**src/rtl/simple_serial_rx_pkg.sv**
```systemverilog
// simple_serial_rx_pkg: shared FSM state type, default sizes and width helpers.
package simple_serial_rx_pkg;
  typedef enum logic [2:0] {IDLE, START, DATA, STOP, WAIT_HI} state_t;
  localparam int DATA_W_DEF     = 8;
  localparam int BIT_CYCLES_DEF = 4;
  localparam int CNT_W_DEF      = 8;
  function automatic int half_bit(input int bit_cycles);
    return bit_cycles / 2;
  endfunction
  function automatic int cnt_w(input int n);
    return (n < 2) ? 1 : $clog2(n);
  endfunction
endpackage

```
**src/rtl/sync2_bit.sv**
```systemverilog
// sync2_bit: two-flop synchronizer with a configurable reset value.
module sync2_bit #(
  parameter logic RST_VAL = 1'b1
) (
  input  logic clk,
  input  logic rst_n,
  input  logic d,
  output logic q
);
  logic s1_q, s2_q;
  always_ff @(posedge clk or negedge rst_n) begin
    if (!rst_n) begin
      s1_q <= RST_VAL;
      s2_q <= RST_VAL;
    end else begin
      s1_q <= d;
      s2_q <= s1_q;
    end
  end
  assign q = s2_q;
endmodule

```
**src/rtl/simple_serial_rx.sv**
```systemverilog
// simple_serial_rx: framed serial receiver with a one-entry valid/ready holding register.
module simple_serial_rx
  import simple_serial_rx_pkg::*;
#(
  parameter int DATA_W     = DATA_W_DEF,
  parameter int BIT_CYCLES = BIT_CYCLES_DEF,
  parameter int CNT_W      = CNT_W_DEF
) (
  input  logic              tau2015_clk,
  input  logic              tau2015_rst_n,
  input  logic              ser_in,
  output logic [DATA_W-1:0] rx_data,
  output logic              rx_valid,
  input  logic              rx_ready,
  output logic              frame_err,
  output logic              overrun,
  output logic [CNT_W-1:0]  ovf_cnt,
  output logic              busy
);
  localparam int HALF  = half_bit(BIT_CYCLES);
  localparam int CYC_W = cnt_w(BIT_CYCLES);
  localparam int BIT_W = cnt_w(DATA_W + 1);

  if (BIT_CYCLES < 2 || BIT_CYCLES % 2 != 0) begin : g_chk_bc
    $error("BIT_CYCLES must be even and >= 2");
  end
  if (DATA_W < 1) begin : g_chk_dw
    $error("DATA_W must be >= 1");
  end

  state_t            state_q, state_d;
  logic [CYC_W-1:0]  cyc_q, cyc_d;
  logic [BIT_W-1:0]  bit_q, bit_d;
  logic [DATA_W-1:0] sh_q, sh_d, data_q, data_d;
  logic              valid_q, valid_d, ferr_q, ferr_d, ovr_q, ovr_d;
  logic [CNT_W-1:0]  cnt_q, cnt_d;
  logic              ln, tick_half, tick_bit, stop_smp, good, load;

  sync2_bit #(.RST_VAL(1'b1)) u_sync (
    .clk  (tau2015_clk),
    .rst_n(tau2015_rst_n),
    .d    (ser_in),
    .q    (ln)
  );

  always_ff @(posedge tau2015_clk or negedge tau2015_rst_n) begin
    if (!tau2015_rst_n) state_q <= IDLE;
    else                state_q <= state_d;
  end

  assign tick_half = cyc_q == CYC_W'(HALF - 1);
  assign tick_bit  = cyc_q == CYC_W'(BIT_CYCLES - 1);

  always_comb begin
    state_d = state_q;
    unique case (state_q)
      IDLE:    if (!ln) state_d = START;
      START:   if (tick_half) state_d = ln ? IDLE : DATA;
      DATA:    if (tick_bit && bit_q == BIT_W'(DATA_W - 1)) state_d = STOP;
      STOP:    if (tick_bit) state_d = ln ? IDLE : WAIT_HI;
      WAIT_HI: if (ln) state_d = IDLE;
      default: state_d = IDLE;
    endcase
  end

  always_comb begin
    busy = state_q != IDLE;
  end

  // A good frame is loaded when the register is empty or drained in the same cycle.
  always_comb begin
    stop_smp = state_q == STOP && tick_bit;
    good     = stop_smp & ln;
    load     = good & (~valid_q | rx_ready);
    cyc_d    = (state_q == IDLE || (state_q == START && tick_half) || tick_bit) ? '0 : cyc_q + 1'b1;
    bit_d    = (state_q == DATA) ? (tick_bit ? bit_q + 1'b1 : bit_q) : '0;
    sh_d     = (state_q == DATA && tick_bit) ? (sh_q >> 1) | (DATA_W'(ln) << (DATA_W - 1)) : sh_q;
    data_d   = load ? sh_q : data_q;
    valid_d  = load | (valid_q & ~rx_ready);
    ferr_d   = stop_smp & ~ln;
    ovr_d    = good & valid_q & ~rx_ready;
    cnt_d    = (ovr_d && cnt_q != '1) ? cnt_q + 1'b1 : cnt_q;
  end

  always_ff @(posedge tau2015_clk or negedge tau2015_rst_n) begin
    if (!tau2015_rst_n) begin
      cyc_q   <= '0;
      bit_q   <= '0;
      sh_q    <= '0;
      data_q  <= '0;
      valid_q <= 1'b0;
      ferr_q  <= 1'b0;
      ovr_q   <= 1'b0;
      cnt_q   <= '0;
    end else begin
      cyc_q   <= cyc_d;
      bit_q   <= bit_d;
      sh_q    <= sh_d;
      data_q  <= data_d;
      valid_q <= valid_d;
      ferr_q  <= ferr_d;
      ovr_q   <= ovr_d;
      cnt_q   <= cnt_d;
    end
  end

  assign rx_data   = data_q;
  assign rx_valid  = valid_q;
  assign frame_err = ferr_q;
  assign overrun   = ovr_q;
  assign ovf_cnt   = cnt_q;
endmodule
```
**config.mk**
```make
export PLATFORM = sky130hd
export DESIGN_NAME = simple_serial_rx
export DESIGN_NICKNAME = d
export VERILOG_FILES = /design/src/rtl/simple_serial_rx_pkg.sv /design/src/rtl/sync2_bit.sv /design/src/rtl/simple_serial_rx.sv
export SDC_FILE = /design/constraint.sdc
export NUM_CORES = 1
export LEC_CHECK = 0
export ABC_AREA = 0
export ABC_CLOCK_PERIOD_IN_PS = 1790
export BUFFER_PORTS_ARGS = -buffer_cell sky130_fd_sc_hd__buf_2
export CELL_PAD_IN_SITES_DETAIL_PLACEMENT = 0
export CELL_PAD_IN_SITES_GLOBAL_PLACEMENT = 1
export CORE_ASPECT_RATIO = 0.8
export CORE_MARGIN = 2
export CORE_UTILIZATION = 31
export CTS_CLUSTER_DIAMETER = 80
export DETAILED_ROUTE_END_ITERATION = 12
export GPL_TIMING_DRIVEN = 1
export PLACE_DENSITY = 0.69
export SYNTH_ARGS = -nofsm -noshare
export SYNTH_HDL_FRONTEND = slang
export SYNTH_SLANG_ARGS = --single-unit
```
**constraint.sdc**
```tcl
create_clock -name tau2015_clk -period 1.79 [get_ports tau2015_clk]
set_input_delay 0.358 -clock tau2015_clk [delete_from_list [all_inputs] [get_ports tau2015_clk]]
set_output_delay 0.358 -clock tau2015_clk [all_outputs]
set_load 0.02 [all_outputs]
```
# Yosys cells after proc, flatten, opt, wreduce, memory -nomap -nowiden
# Index checks and enable logic that the tools add are counted.
dict set report classes {
  add_sub_neg 3
  n_eq_ne 14
  n_mux 11
  bitwise 12
  n_reduce_logical 10
}
# operator count
set op_table {}
lappend op_table {{two-way mux 3 bit} 6}
lappend op_table {{case mux 3 bit (5 select lines)} 1}
lappend op_table {{inequality test 2 bit (second input constant)} 5}
lappend op_table {{adder 8 x 1 -> 8 bit (second input constant)} 1}
lappend op_table {{two-way mux 4 bit} 2}
lappend op_table {{inequality test 8 bit (second input constant)} 1}
lappend op_table {{bitwise OR 7 x 8 -> 8 bit} 1}
lappend op_table {{AND 1 bit} 6}
lappend op_table {{equality test 3 x 2 -> 1 bit (second input constant)} 2}
lappend op_table {{logical AND 1 bit} 5}
lappend op_table {{AND reduction 5 bit} 1}
lappend op_table {{adder 4 x 1 -> 4 bit (second input constant)} 1}
lappend op_table {{equality test 4 x 3 -> 1 bit (second input constant)} 1}
lappend op_table {{two-way mux 2 bit} 2}
lappend op_table {{equality test 3 x 1 -> 1 bit (second input constant)} 1}
lappend op_table {{equality test 3 bit (second input constant)} 1}
lappend op_table {{zero test 3 bit} 1}
lappend op_table {{inverter 1 bit} 3}
lappend op_table {{nonzero test 3 bit} 1}
lappend op_table {{adder 2 x 1 -> 2 bit (second input constant)} 1}
lappend op_table {{equality test 2 x 1 -> 1 bit (second input constant)} 1}
lappend op_table {{equality test 2 bit (second input constant)} 1}
lappend op_table {{logical OR 1 bit} 2}
lappend op_table {{inequality test 2 x 1 -> 1 bit (second input constant)} 1}
lappend op_table {{bitwise OR 1 bit} 2}
dict set report word_totals {
  reg_bits 38
  input_bits 4
  output_inout_bits 20
  wordCells 61
}

# Depth between registers and ports, before layout
dict set report logic_depth {
  ltp_word 6
  depth_mapped 8
  ltp_nobuf 6
}

# By module
# A second synthesis with hierarchy kept.
dict set report hier_totals {
  cells_unflattened 124
  area_unflattened_um2 1632.8
}
# module n_inst cells_each area_each_um2 seq_area_each_um2
set by_module_without_submodules {}
lappend by_module_without_submodules {simple_serial_rx 1 122 1580.3 900.9}
lappend by_module_without_submodules {sync2_bit 1 2 52.6 52.6}

# Worst setup path after synthesis
# No wires, ideal clock.
dict set report synth_timing {
  kind {register -> register}
  start {register cyc_q[0]}
  end {register cnt_q[1], in the netlist ovf_cnt[1]}
  setup_time_ns 0.128
  t_arrival_ns 1.773
  required_ns 1.662
  path_slack_ns -0.110
  stages_incl_launch_ff 8
  n_path_buf 2
  period_less_slack_ns 1.900
  cell_sequence {dfrtp_1 > ha_1 > buf_4 > nand4b_4 > or3_1 > buf_6 > nor2_1 > mux2_1}
}
dict set report synth_between {
  elab_chain_len 6
}
# item line_no
set synth_lines {}
lappend synth_lines {{from (decl)} simple_serial_rx.sv:32} ;# logic [CYC_W-1:0] cyc_q, cyc_d;
lappend synth_lines {{from (signal assigned)} simple_serial_rx.sv:96} ;# cyc_q <= cyc_d;
lappend synth_lines {{equality test 2 bit} simple_serial_rx.sv:52} ;# assign tick_bit = cyc_q == CYC_W'(BIT_CYCLES - 1);
lappend synth_lines {{logical AND 1 bit} simple_serial_rx.sv:72} ;# stop_smp = state_q == STOP && tick_bit;
lappend synth_lines {{AND 1 bit} simple_serial_rx.sv:73} ;# good = stop_smp & ln;
lappend synth_lines {{AND 1 bit (2 in series)} simple_serial_rx.sv:81} ;# ovr_d = good & valid_q & ~rx_ready;
lappend synth_lines {{logical AND 1 bit} simple_serial_rx.sv:82} ;# cnt_d = (ovr_d && cnt_q != '1) ? cnt_q + 1'b1 : cnt_q;
lappend synth_lines {{to (signal assigned)} simple_serial_rx.sv:103} ;# cnt_q <= cnt_d;
lappend synth_lines {{to (decl)} simple_serial_rx.sv:36} ;# logic [CNT_W-1:0] cnt_q, cnt_d;
# Every way passes these cells.
# A chain may end at the register's enable or synchronous reset.

# Final worst setup path
dict set report layout_timing {
  start {register cyc_q[1]}
  end {register cnt_q[7], in the netlist ovf_cnt[7]}
}
# The elaborated chain is that of the path after synthesis.

==> impl_metrics.env <==
export IMPL_dp_slack_ps=-21.0
export IMPL_syn2layout_area_growth_pct=27.0
export IMPL_synth_seq_cells=38
export IMPL_worst_pin_slew_ps=346
export IMPL_leakage_uw=0.00111
export IMPL_routedWlPerCell_um=13.1
export IMPL_syn_cell_area_um2=1660
export IMPL_crit_required_ps=2010
export IMPL_drive_above_1_share_pct=44.8
export IMPL_critPathLaunchType="flop"
export IMPL_cp_endpoint="ovf_cnt[7]"
export IMPL_die_w_um=85.9
export IMPL_yosysSeqAreaShare_pct=57.4
export IMPL_cp_num_buf_inv=0
export IMPL_r2r_setup_slack_ps=90
export IMPL_insertion_delay_ps=290
export IMPL_ant_nets=0
export IMPL_fp_dieH_um=69.5
export IMPL_totalWireLength_um=2980
export IMPL_initial_core_util_pct=32.6
export IMPL_io_buffers=23
export IMPL_maxCapViolations=0
export IMPL_final_core_util_pct=41.4
export IMPL_r2r_start="cyc_q[1]"
export IMPL_syn_instance_count=127
export IMPL_synthDistinctLibCells=35
export IMPL_layout_min_cycle_time_ps=1700
export IMPL_async_flop_share_pct=100
export IMPL_status="finished, final reports clean"
export IMPL_setup_viol=0
export IMPL_htreeDepth=2
export IMPL_power_per_cell_area_nw_per_um2=1160
export IMPL_grt_max_degree=39
export IMPL_grt_usage_pct=11.8
export IMPL_overflow=0
export IMPL_dr_pass1_iters=6
export IMPL_syn_nets=136
export IMPL_fmax_mhz=587
export IMPL_core_um2=5090
export IMPL_netlist_top_cells_area="dfrtp_1 54%, mux2_2 12%, xor2_1 4.2%, ha_1 3.8%, dfstp_2 3.2%"
export IMPL_final_hold_violation_count=0
export IMPL_drc_errors=0
export IMPL_cts_root_buf="clkbuf_8"
export IMPL_relSlewSlack_pct=76.9
export IMPL_setup_ws_ps=85.6
export IMPL_postSynthAreaPerCell_um2=13.1
export IMPL_crit_fanout=7
export IMPL_reg2regPathDepth=5
export IMPL_n_antenna_cell=0
export IMPL_path_clk_slew_ps=80
export IMPL_floorplan_rows=23
export IMPL_gp_congestion=0.795
export IMPL_io_pins=24
export IMPL_rr_endpoint="ovf_cnt[7]"
export IMPL_max_stage_delay_ps=450
export IMPL_rsz0062_at_grt="false"
export IMPL_synth_edf_count=0
export IMPL_end_kind="flop"
export IMPL_fin_area_um2=2110
export IMPL_finalPower_uw=2450
export IMPL_synth_ff_type="dfrtp_1"
export IMPL_setup_worst_path_class="reg -> reg"
export IMPL_first_global_vias=1100
export IMPL_viasPerCell=4.54
export IMPL_grt_pass1_wl_um=5490
export IMPL_synth_commonest_cells="36 x dfrtp_1, 17 x mux2_2, 14 x nor2_1"
export IMPL_crit_family="simple AND/OR/NAND/NOR gates"
export IMPL_yosysTopAreaCell="dfrtp_1"
export IMPL_antenna_found_initial=0
export IMPL_finClkSkew_ps=4.84
export IMPL_clock_path_buffers=2
export IMPL_numClockSinks=38
export IMPL_yosysMostFrequentCell="dfrtp_1"
export IMPL_crit_chain="ha_2 > nand4b_4 > or3_4 > nor4b_2 > xor2_1"
export IMPL_hold_path_class="in -> async"
export IMPL_arrival_ps=1930
export IMPL_hpwl_um=2140
export IMPL_first_iter_violations=65
export IMPL_cts_tree="built"
export IMPL_drv_slew=0
export IMPL_cts_made_buffers=5
export IMPL_synth_top_cell_area_share_pct=54.2
export IMPL_die_area_um2=5970
export IMPL_dpl_instance_area_um2=1940
export IMPL_worst_path_max_delay_cell="or3_4"
export IMPL_crit_path_start="cyc_q[1]"
export IMPL_period_share_pct=95.2
export IMPL_vdd_drop_max_mv=0.554
export IMPL_vias=1031
export IMPL_final_nets=173
export IMPL_cp_depth=5
export IMPL_synth_warning_count=0
==> power by group <==
group	switching [uW]	internal, uW	leakage [uW]	total, uW
Clock	312	558	0.0000683	870
Combinational	264	294	0.000527	558
Sequential	71.7	950	0.000514	1020
Total	648	1800	0.00111	2450
==> routing by layer <==
metal	track usage [%]	vias to the layer above	routed length [um]	part of all wire, %
met5	0	-	0	0
met4	5.29	0	65	2.2
met3	3.69	7	119	4.0
met2	16.2	18	1280	43
met1	16.8	500	1510	51
li1	-	506	-	-
==> final cells by class <==
class                   count  area [um2]
repair buffers             36         248
multi-input cells          79         678
inverters                   4        15.0
flip-flops and latches     38         955
clock buffers               5        68.8
clock inverters             3        68.8
fillers                   491        2980
well taps                  62        77.6
==> worst min path at each step <==
stage | cells after the start | slack, ps | end | start
after CTS | 2 | 20 | sh_q[4] | tau2015_rst_n
final | 2 | 20 | rx_data[5] | tau2015_rst_n
after global routing | 2 | 30 | rx_data[5] | tau2015_rst_n
after detailed placement | 2 | 340 | rx_data[5] | tau2015_rst_n
after global placement | 2 | 340 | sh_q[6] | tau2015_rst_n
after floorplan | 0 | 60 | bit_q[0] | tau2015_rst_n
==> cells by family (layout without fill, tap and decap cells) <==
family | after synthesis | after routing | synth area share (%)
adder cells (fa/ha/maj) | 5 | 5 | 3.77
AO/OA/AOI/OAI | 6 | 6 | 2.18
buffers and inverters | 10 | 48 | 3.69
AND/OR/NAND/NOR | 39 | 39 | 14.8
multiplexers | 20 | 20 | 13.4
flip-flops | 38 | 38 | 57.4
XOR/XNOR | 9 | 9 | 4.74
==> metrics by stage <==
step / hold WS [ps] / setup TNS [ps] / cells
2_1_floorplan: 62.4 / -18.5 / 127
3_3_place_gp: 338 / 0 / 218
3_5_place_dp: 338 / -21.0 / 218
4_1_cts: 17.7 / 0 / 227
5_1_grt: 31.8 / 0 / 227
6_report: 20.2 / 0 / 227
==> sequential cells by signal, summed over array words and instances, names as in the netlist <==
register / flops
ovf_cnt: 8
rx_data: 8
sh_q: 8
bit_q: 4
state_q: 3
cyc_q: 2
frame_err: 1
overrun: 1
rx_valid: 1
u_sync.q: 1
u_sync.s1_q: 1
==> cells in the final DEF (no fill, tap or decap), types with 2 or more instances in the layout <==
cell type  Yosys  final
and4_1         2      2
xor2_1         8      8
nor2_1        14     13
nand3_1        3      3
or3_4          0      2
nor2_4         1      2
nand2_1        3      3
buf_6          2      2
dfstp_2        2      2
buf_2          1     22
dfrtp_1       36     35
bufinv_16      0      2
a21oi_1        2      2
nand2b_1       2      2
ha_1           5      4
buf_4          2     10
nand4_1        2      2
nor3_1         3      3
clkbuf_8       0      5
buf_12         0      2
mux2i_1        2      2
mux2_2        17     17
inv_1          4      4
==> worst register-to-register path: cells and delay by family, from the launching register on <==
kind	cells	cell delay, ps
adder cells (fa/ha/maj)	1	220
AND/OR/NAND/NOR	3	880
flip-flops	1	370
XOR/XNOR	1	170
==> timing repair <==
action | CTS | global route
pin swaps | 0 | 1
hold buffers | 0 | 0
gates cloned | 0 | 0
setup buffers | 1 | 0
endpoints found under the setup margin | 4 | 2
gates resized for setup | 6 | 1
No activity file was read; power rests on OpenSTA's default activity.
